<file path="config.mk">
export PLATFORM = sky130hd
export DESIGN_NAME = reg_hazard_scoreboard
export DESIGN_NICKNAME = d
export VERILOG_FILES = /design/src/rtl/reg_hazard_scoreboard.sv
export SDC_FILE = /design/constraint.sdc
export NUM_CORES = 1
export LEC_CHECK = 0
export BUFFER_PORTS_ARGS = -buffer_cell sky130_fd_sc_hd__buf_2
export CAP_MARGIN = 20
export CORE_MARGIN = 2
export CORE_UTILIZATION = 38
export DETAILED_ROUTE_END_ITERATION = 8
export REMOVE_ABC_BUFFERS = 1
export SLEW_MARGIN = 20
export SYNTH_ARGS = -nofsm -noshare
export SYNTH_HDL_FRONTEND = slang
export SYNTH_SLANG_ARGS = --single-unit
</file>
<file path="constraint.sdc">
create_clock -name i_clk -period 4.85 [get_ports i_clk]
set_input_delay 0.485 -clock i_clk [delete_from_list [all_inputs] [get_ports i_clk]]
set_output_delay 0.485 -clock i_clk [all_outputs]
set_load 0.01 [all_outputs]
</file>
<file path="src/rtl/reg_hazard_scoreboard.sv">
// Pending-write scoreboard: tracks in-flight destination tags and blocks issue
// on RAW/WAW hazards until the matching slot is retired by writeback.
module reg_hazard_scoreboard #(
    parameter int REG_WIDTH  = 5,
    parameter int DEPTH      = 4,
    parameter int SLOT_WIDTH = $clog2(DEPTH)
) (
    input  logic                  i_clk,
    input  logic                  i_rst,
    input  logic                  i_issue_valid,
    input  logic [REG_WIDTH-1:0]  i_issue_rs1,
    input  logic [REG_WIDTH-1:0]  i_issue_rs2,
    input  logic [REG_WIDTH-1:0]  i_issue_rd,
    input  logic                  i_issue_rd_en,
    output logic                  o_issue_ready,
    output logic [SLOT_WIDTH-1:0] o_issue_slot,
    input  logic                  i_wb_valid,
    input  logic [SLOT_WIDTH-1:0] i_wb_slot,
    input  logic                  i_flush,
    output logic [SLOT_WIDTH:0]   o_inflight,
    output logic                  o_full
);

    logic [DEPTH-1:0]     r_valid;
    logic [REG_WIDTH-1:0] r_tag [DEPTH];
    logic [SLOT_WIDTH:0]  r_inflight;

    logic [DEPTH-1:0]     w_rs1_match;
    logic [DEPTH-1:0]     w_rs2_match;
    logic [DEPTH-1:0]     w_rd_match;
    logic                 w_alloc;
    logic                 w_rs1_hz;
    logic                 w_rs2_hz;
    logic                 w_waw_hz;
    logic                 w_fire;
    logic [SLOT_WIDTH-1:0] w_free_slot;
    logic [DEPTH-1:0]     w_valid_next;
    logic [SLOT_WIDTH:0]  w_inflight_next;

    // One comparator triple per slot: the 1-vs-N match against every valid tag.
    genvar gi;
    generate
        for (gi = 0; gi < DEPTH; gi++) begin : g_match
            assign w_rs1_match[gi] = r_valid[gi] && (r_tag[gi] == i_issue_rs1);
            assign w_rs2_match[gi] = r_valid[gi] && (r_tag[gi] == i_issue_rs2);
            assign w_rd_match[gi]  = r_valid[gi] && (r_tag[gi] == i_issue_rd);
        end
    endgenerate

    assign w_alloc  = i_issue_rd_en && (i_issue_rd != '0);
    assign w_rs1_hz = (i_issue_rs1 != '0) && (|w_rs1_match);
    assign w_rs2_hz = (i_issue_rs2 != '0) && (|w_rs2_match);
    assign w_waw_hz = w_alloc && (|w_rd_match);

    assign o_full        = (r_inflight == (SLOT_WIDTH+1)'(DEPTH));
    assign o_inflight    = r_inflight;
    assign o_issue_ready = !i_flush && !w_rs1_hz && !w_rs2_hz && !w_waw_hz
                           && !(w_alloc && o_full);
    assign w_fire        = i_issue_valid && o_issue_ready;
    assign o_issue_slot  = w_free_slot;

    // Priority encode the lowest free slot; falls back to 0 when full.
    always_comb begin
        w_free_slot = '0;
        for (int i = DEPTH - 1; i >= 0; i--) begin
            if (!r_valid[i]) begin
                w_free_slot = SLOT_WIDTH'(i);
            end
        end
    end

    // Free slot comes from pre-writeback state, so it never collides with i_wb_slot.
    always_comb begin
        w_valid_next = r_valid;
        if (i_wb_valid) begin
            w_valid_next[i_wb_slot] = 1'b0;
        end
        if (w_fire && w_alloc) begin
            w_valid_next[w_free_slot] = 1'b1;
        end
        if (i_flush) begin
            w_valid_next = '0;
        end
        w_inflight_next = '0;
        for (int i = 0; i < DEPTH; i++) begin
            w_inflight_next = w_inflight_next + {{SLOT_WIDTH{1'b0}}, w_valid_next[i]};
        end
    end

    always_ff @(posedge i_clk) begin
        if (i_rst) begin
            r_valid    <= '0;
            r_inflight <= '0;
        end else begin
            r_valid    <= w_valid_next;
            r_inflight <= w_inflight_next;
        end
    end

    // Tags are qualified by the valid bits, so they need no reset.
    always_ff @(posedge i_clk) begin
        if (w_fire && w_alloc) begin
            r_tag[w_free_slot] <= i_issue_rd;
        end
    end

endmodule
</file>
# Yosys cells after proc, flatten, opt, wreduce, memory -nomap -nowiden
# Memory sizes are Yosys's and may differ from the RTL's.
# Index checks and enable logic that the tools add are counted.
[op_classes]
add_sub_neg = 3
n_lt_le_gt_ge = 4
n_eq_ne = 13
n_mux = 13
n_bitwise = 3
n_reduce_logical = 36
[ops]
columns = ["op", "n"]
rows = [
  ["$eq 5x5->1", 12],
  ["$logic_and 1x1->1", 25],
  ["$reduce_bool 5->1", 3],
  ["$mux 4", 3],
  ["$reduce_or 4->1", 3],
  ["$mux 2", 4],
  ["$lt 2x3->1 const B", 2],
  ["$logic_not 1->1", 5],
  ["$and 4x4->4", 1],
  ["$demux 1 s2", 2],
  ["$ge 2x1->1 const B", 2],
  ["$mux 1", 4],
  ["$not 4->4", 1],
  ["$or 4x4->4", 1],
  ["$add 2x1->3", 1],
  ["$add 3x1->3", 1],
  ["$eq 3x3->1 const B", 1],
  ["$add 1x1->2", 1],
]
[totals]
regBits = 7
mem_bits_rw = 20
in_bits = 23
out_inout_bits = 7
elab_cells = 75
n_memories = 1
[mem_list]
columns = ["memory", "depth", "word_bits", "read_ports", "rd_ports_with_merged_regs", "write_ports", "line", "source"]
rows = [
  ["r_tag", 4, 5, 4, 0, 1, "25", "logic [REG_WIDTH-1:0] r_tag [DEPTH];"],
]

# Depth between registers and ports, before layout
# Gate-level depths: netlist of the first run.
[depth]
word_depth = 16
mapped_depth = 12
depth_no_buf = 10

# Least setup slack after synthesis of the first run
# OpenSTA, ideal clock, no wires.
[synth_path]
path_type = "input to register"
startpoint = "input port i_issue_rd[3]"
endpoint = "register r_inflight[1], in the netlist o_inflight[1]"
setup_ns = 0.114
arrival_time_ns = 3.089
t_required_ns = 4.736
path_slack_ns = 1.647
path_stages = 12
n_path_buf = 2
path_cell_list = "buf_4 > xor2_1 > nor4_1 > and3_4 > or4_4 > buf_6 > or3_4 > o22ai_2 > fa_1 > ha_1 > ha_1 > nor2b_1"
[synth_between]
elab_cells_between_ends = 24
classes_between = "add/sub (3); eq/ne (4); mux (2); reduce/logical (15)"
[synth_lines]
columns = ["element", "line", "source"]
rows = [
  ["from (decl)", "13", "input logic [REG_WIDTH-1:0] i_issue_rd,"],
  ["$eq 5x5->1", "46", "assign w_rd_match[gi] = r_valid[gi] && (r_tag[gi] == i_issue_rd);"],
  ["$logic_and 1x1->1", "46", ""],
  ["$reduce_or 4->1", "53", "assign w_waw_hz = w_alloc && (|w_rd_match);"],
  ["$logic_and 1x1->1", "53", ""],
  ["$logic_not 1->1", "57", "assign o_issue_ready = !i_flush && !w_rs1_hz && !w_rs2_hz && !w_waw_hz"],
  ["$logic_and 1x1->1", "57", ""],
  ["$logic_and 1x1->1", "58", "&& !(w_alloc && o_full);"],
  ["$logic_and 1x1->1", "59", "assign w_fire = i_issue_valid && o_issue_ready;"],
  ["$logic_and 1x1->1 (*)", "78", "if (w_fire && w_alloc) begin"],
  ["$mux 4 (*)", "78", ""],
  ["$mux 4 (*)", "81", "if (i_flush) begin"],
  ["net w_valid_next[3]", "37", "logic [DEPTH-1:0] w_valid_next;"],
  ["$add 3x1->3 (*)", "86", "w_inflight_next = w_inflight_next + {{SLOT_WIDTH{1'b0}}, w_valid_next[i]};"],
  ["net w_inflight_next[1]", "38", "logic [SLOT_WIDTH:0] w_inflight_next;"],
  ["to (signal assigned)", "96", "r_inflight <= w_inflight_next;"],
  ["to (decl)", "26", "logic [SLOT_WIDTH:0] r_inflight;"],
]
# The timed path passes the listed nets; every way through them passes the cells marked *.
# A chain may end at the register's enable or synchronous reset.

==> results of run 1 <==
worst max-delay path by stage:
stage               slack, ns             startpoint                       end  cells after the start
detailed placement       1.45          i_issue_rd[0]  o_inflight[1]$_SDFF_PP0_                     11
CTS                      1.69  r_tag[2][2]$_DFFE_PP_  o_inflight[1]$_SDFF_PP0_                     10
finish                   1.69  r_tag[2][3]$_DFFE_PP_  o_inflight[1]$_SDFF_PP0_                     10
global route             1.46  r_tag[1][1]$_DFFE_PP_  o_inflight[1]$_SDFF_PP0_                     10
global placement         1.47          i_issue_rd[2]  o_inflight[1]$_SDFF_PP0_                     11
floorplan                1.84          i_issue_rd[4]  o_inflight[1]$_SDFF_PP0_                     10
registers in the layout, indices dropped and copies added (netlist names):
register and count:
r_valid 4, o_inflight 3, r_tag 20
per-layer routing:
metal	wire [µm]	share of wire, %
met3	210	4.6
met2	2100	46
met4	45	0.99
met1	2180	48
met5	0	0
power groups by stage:
stage	Clock, mW	Combinational, mW	Sequential [mW]
3_3_place_gp	0	0.0643	0.258
2_1_floorplan	0	0.0325	0.257
5_1_grt	0.148	0.0719	0.253
6_report	0.133	0.0648	0.253
4_1_cts	0.138	0.0648	0.253
3_5_place_dp	0	0.0644	0.258
stage by stage:
stage	power (mW)	worst slack [ns]	util, %	hold slack (ns)
floorplan	0.290	1.84	-	0.514
global placement	0.322	1.47	43.0	0.617
detailed placement	0.323	1.45	43.0	0.586
CTS	0.456	1.69	44.0	0.443
finish	0.450	1.69	44.1	0.443
global route	0.473	1.46	44.1	0.448
layout make-up:
cell class              instances  share of cell area [%]
repair buffers                 30                    7.18
multi-input cells             147                    51.1
flip-flops and latches         27                    34.8
clock inverters                 1                   0.412
inverters                       3                   0.530
well taps                      67                    3.94
clock buffers                   3                    1.94
worst max-delay path, stage by stage (launching register included):
cell	delay, ns
edfxtp_1	0.48
xor2_1	0.20
nor4_1	0.07
and3_4	0.17
or4_4	0.59
or3_4	0.40
o22ai_2	0.14
fa_1	0.43
ha_1	0.19
ha_1	0.26
nor2b_1	0.12
cells in the final DEF, fill, tap and decap left out, types with 2 or more instances in the layout:
cell      count
a21oi_1       2
buf_2        29
clkbuf_8      3
dfxtp_1       7
edfxtp_1     20
ha_1          2
inv_1         3
nand2_1       9
nand2b_1      2
nand3_1      11
nand4_1       5
nor2_1       10
nor2b_1       3
nor3_1        4
nor4_1       10
nor4b_1       2
o21ai_0       3
o22ai_2       2
o32ai_1       2
o41ai_1       2
or2_2         2
or3_4         2
xnor2_1      19
xor2_1       41
cell families after synthesis:
| family | count (synthesis) | share of synthesized area, % |
|---|---|---|
| and+or+nand+nor | 67 | 19.8 |
| xor gates and xnor gates | 60 | 27.1 |
| DFF | 27 | 38.2 |
| buffers and inverters | 23 | 6.00 |
| AOI/OAI and AO/OA | 17 | 6.59 |
| adders and majority gates | 3 | 2.32 |
==> metrics.txt, run 1 <==
status complete, no violations; MaxCap Viol Count 0; Vias/cell 5.10; Slew Viols, Final 0; reg-to-reg startpoint r_tag[2][3]$_DFFE_PP_; Mapped Area 1940 µm²; Main synth FF type edfxtp_1; Switching Share 25.1%; Area Growth Syn to Fin 9.68%; footprint of the multi-input gates 1090 µm²; Hold Startpoint i_rst; largest net degree at the start of global routing 18; DRC violations left 0; most frequent cell after synthesis xor2_1; FILL cells 481; Clock Tree Buf Depth 2; relative slew slack a little over half; I/O pin cnt 30; Overflow after GRT 0; fin crit share 65.2%; final WL 4540 µm; YS warnings 0; placed inst area 2070 µm²; Nets 238; post-synth top area share 31.0%; met2 Use GR 27.1%; critical path data required time 5.03 ns; first-pass GRT wire length 7090 µm; core area 4820 µm²; Core Rows 25; Initial DRT Pass Iterations 4; CP arrival 3.34 ns; unrepaired setup endpoints after global routing false; initial antenna violation count 0; WL/cell 16.3 µm; Setup Viol. Count Final 0; total track usage roughly 17%; final hold viol count 0; Post-synth EDFFs 20; WHS Path Cells 2; sequential area share after synthesis a little under two fifths; root buffer cell clkbuf_8; Port-buffer cells 29; reg-to-reg critical path endpoint o_inflight[1]$_SDFF_PP0_; fin crit period 3.16 ns; layout cells sized above 1 20.9%; final setup skew 0.00211 ns; critical path class reg2reg; fin cells around 280; Yosys reg bits 27; Reg power frac around 56%; CTS HTree Levels 1; share of total power in combinational logic around 14%; CTS sink count 27; placed cells 274; grt peak-use layer met2; Clock transition at path regs 0.09 ns; Synth area leader edfxtp_1; post-CTS setup buffers 0; Initial Util 40.2%; PwrDens 212 nW/µm²; Syn Area/Cell between 9 and 10 µm²; met3 usage 2.12%; HPWL Detailed between 3000 and 4000 µm; Pint 0.337 mW; CTS Buf Count 3; synth unique cells 38; measured slew at the worst slew-check pin 0.679 ns; Fmax about 320 MHz; Post-synth top cells xor2_1 (41), edfxtp_1 (20), xnor2_1 (19); Final TNS setup 0 ns; Antenna Cells 0; reg-to-reg setup timing slack 1.69 ns; Vias between 1k and 1.5k; RD Place Congestion 0.888; Storage cell area 741 µm²; Critical Path Source Type flip-flop; CTS tree yes; Max rail drop VDD 0.000161 V; Hold Path Sink o_inflight[2]$_SDFF_PP0_; Final ANT Viol Nets 0; final instance area around 2100 µm²; Async SR Flop Fraction 0%; Clk pwr share 29.5%; worst min path class in2reg; CP Capture Type flip-flop; post-cts sizing count 0; Syn Inst Count around 200; number of global-route vias before repair about 1.3k; hold buffers post-CTS 0; total die area about 5700 µm²; Max FO, Critical Path 8; grt met1 use 25.4%; Psw 0.113 mW; Die Y 75.4 µm; R2R cell count 10; Skew-Pair Late Insertion Delay 0.27 ns; P_leak 0.778 nW; Synth area leaders edfxtp_1 (31%), xor2_1 (19%), xnor2_1 (8.6%); drt initial violations about 110; die width roughly 75 µm
Note: power is estimated with default switching activity, not from simulation.
==> run 2, diff against run 1 <==
--- a/config.mk
+++ b/config.mk
@@ -5,6 +5,7 @@
 export SDC_FILE = /design/constraint.sdc
 export NUM_CORES = 1
 export LEC_CHECK = 0
+export ABC_AREA = 1
 export BUFFER_PORTS_ARGS = -buffer_cell sky130_fd_sc_hd__buf_2
 export CAP_MARGIN = 20
 export CORE_MARGIN = 2
==> constraint.sdc (replaced) <==
create_clock -name i_clk -period 3.2 [get_ports i_clk]
set_input_delay 0.32 -clock i_clk [delete_from_list [all_inputs] [get_ports i_clk]]
set_output_delay 0.32 -clock i_clk [all_outputs]
set_load 0.01 [all_outputs]
==> run 2 against run 1 <==
  * Die area grew 6.4%
  * Cell count rose by 53%
  * Clock-buffer cell count did not move
  * Combinational power rose by 76%
==> metrics.txt, run 2 <==
Fmax 349 MHz; Skew-Pair Late Insertion Delay 0.27 ns; final worst slack 0.331 ns; CP arrival 3.04 ns; Main synth FF type edfxtp_1; final WL 5740 µm; CTS Buf Count 3; critical path data required time about 3.4 ns; Overflow after GRT 0; CP Capture Type flip-flop; Final ANT Viol Nets 0; die width 77.8 µm; Post-synth top cells nand2_1 (94), nor2_1 (61), inv_1 (44); Nets 383; fin crit period between 2 and 3 ns; Initial Util 40.0%; sequential area share after synthesis between 30% and 40%; placed cells 422; WHS 0.288 ns; critical path class reg2reg; Power Total 0.681 mW; reg-to-reg critical path endpoint o_inflight[1]$_SDFF_PP0_; total track usage 20.6%; flip-flop count of the largest register after layout 20; Area Growth Syn to Fin 13.4%; Clock transition at path regs approximately 0.080 ns; Critical-path top delay cell edfxtp_1; placed inst area about 2300 µm²; most flop-heavy register r_tag; reg-to-reg setup timing slack about 0.33 ns; Vias 2169; DRC violations left 0; status complete, no violations; synth unique cells 24; drt initial violations 146; Post-synth EDFFs 20; I/O pin cnt 30; post-CTS setup buffers 0; Syn Inst Count 324; worst path cell trace inv_1, nand2_1, nand2_1, nor2_1, nand3_1, nand2_1, o21ai_1, nand2_1, nor2_4, nand3_4, nand2_1, nand3_1, inv_1, fa_1, ha_1, ha_1, inv_1, nor2_1; number of global-route vias before repair 2008; Setup Viol. Count Final 0; measured slew at the worst slew-check pin 0.513 ns; worst min path class in2reg; Setup crit start r_tag[2][4]$_DFFE_PP_; Critical Path Source Type flip-flop; core area a little over 5000 µm²; MaxCap Viol Count 0; Worst path max stage delay 0.48 ns; commonest non-fill, non-tap cell in the layout nand2_1; hold buffers post-CTS 0; Initial DRT Pass Iterations 4; final hold viol count 0; fin crit share between 80 and 90%; Core Rows 26; PwrDens 290 nW/µm²; commonest cells after routing, fill and taps aside nand2_1 (94), nor2_1 (61), inv_1 (44), buf_2 (29), edfxtp_1 (20); total die area ~6000 µm²; Max rail drop VDD 0.000269 V; final setup skew 0.00677 ns; Async SR Flop Fraction 0%; Port-buffer cells 29; FILL cells roughly 530; post-cts sizing count 0; unrepaired setup endpoints after global routing false; Yosys reg bits 27; most frequent CP cell nand2_1; Mapped Area between 2000 and 2500 µm²; layout cells sized above 1 between 10% and 20%; R2R cell count 18; Synth area leaders edfxtp_1 (29%), nand2_1 (17%), nor2_1 (11%); CTS HTree Levels 1; Syn Area/Cell about 6.4 µm²; Synth area leader edfxtp_1; root buffer cell clkbuf_8; Max FO, Critical Path 8; WL/cell 13.5 µm; Core Util, Final 45.4%; HPWL Detailed around 4700 µm; first-pass GRT wire length 9760 µm; Slew Viols, Final 0; CTS sink count 27; largest net degree at the start of global routing 16; final instance area 2350 µm²; relative slew slack 65.6%; Antenna Cells 0; post-synth top area share 29.0%; RD Place Congestion 0.964; fin cells 426; CTS tree yes; YS warnings 0; Die Y 77.8 µm; Hold Startpoint i_rst; P_leak between 1 and 1.5 nW; Place WS between 0.3 and 0.4 ns; Clock Tree Buf Depth 2; Final TNS setup 0 ns; WHS Path Cells 2; reg-to-reg startpoint r_tag[2][4]$_DFFE_PP_; Hold Path Sink o_inflight[1]$_SDFF_PP0_; most frequent cell after synthesis nand2_1; Vias/cell 5.09; initial antenna violation count 0
-- run 2: how the worst max path moves through the flow --
stage | endpoint | slack [ns] | depth (start not counted)
after detailed placement | o_inflight[1]$_SDFF_PP0_ | 0.32 | 19
after global placement | o_inflight[1]$_SDFF_PP0_ | 0.41 | 17
final | o_inflight[1]$_SDFF_PP0_ | 0.33 | 18
after CTS | o_inflight[1]$_SDFF_PP0_ | 0.35 | 17
after global routing | o_inflight[1]$_SDFF_PP0_ | 0.06 | 18
after floorplan | o_inflight[1]$_SDFF_PP0_ | 0.73 | 17
-- run 2: kinds of logic (layout without fill, tap and decap cells) --
family,after synthesis,count (layout),share of synthesized area (%)
AO/OA/AOI/OAI,44,44,12.1
XOR/XNOR,4,4,1.69
flip-flops,27,27,35.8
AND/OR/NAND/NOR,189,189,37.6
buffers and inverters,57,89,10.6
adder cells (fa/ha/maj),3,3,2.18
-- run 2: final cells by class --
| cell class | count | area [µm²] | area share [%] |
|---|---|---|---|
| clock buffers | 3 | 41.3 | 1.76 |
| clock inverters | 1 | 5.00 | 0.213 |
| inverters | 54 | 203 | 8.64 |
| multi-input cells | 240 | 1110 | 47.3 |
| flip-flops and latches | 27 | 741 | 31.6 |
| well taps | 70 | 87.6 | 3.73 |
| repair buffers | 31 | 160 | 6.83 |
-- run 2: power breakdown --
group | leakage, nW | internal (mW) | switching (mW)
registers | 0.237 | 0.380 | 0.00585
logic | 0.947 | 0.0394 | 0.0744
clock network | 0.0255 | 0.0870 | 0.0941
total | 1.21 | 0.506 | 0.174
-- run 2: critical path: cells and delay by family, from the launching register on --
family	cells	cell delay, ns
AOI/OAI and AO/OA	1	0.15
adders and majority gates	3	0.90
buffers and inverters	3	0.28
DFF	1	0.48
and+or+nand+nor	11	0.95
-- run 2: per-layer routing --
metal / routed length (µm) / part of all wire [%] / track usage [%]
met1: 2640 / 46 / 28.1
met2: 2560 / 45 / 32.6
met3: 372 / 6.5 / 1.51
met4: 166 / 2.9 / 10.5
met5: 0 / 0 / 0
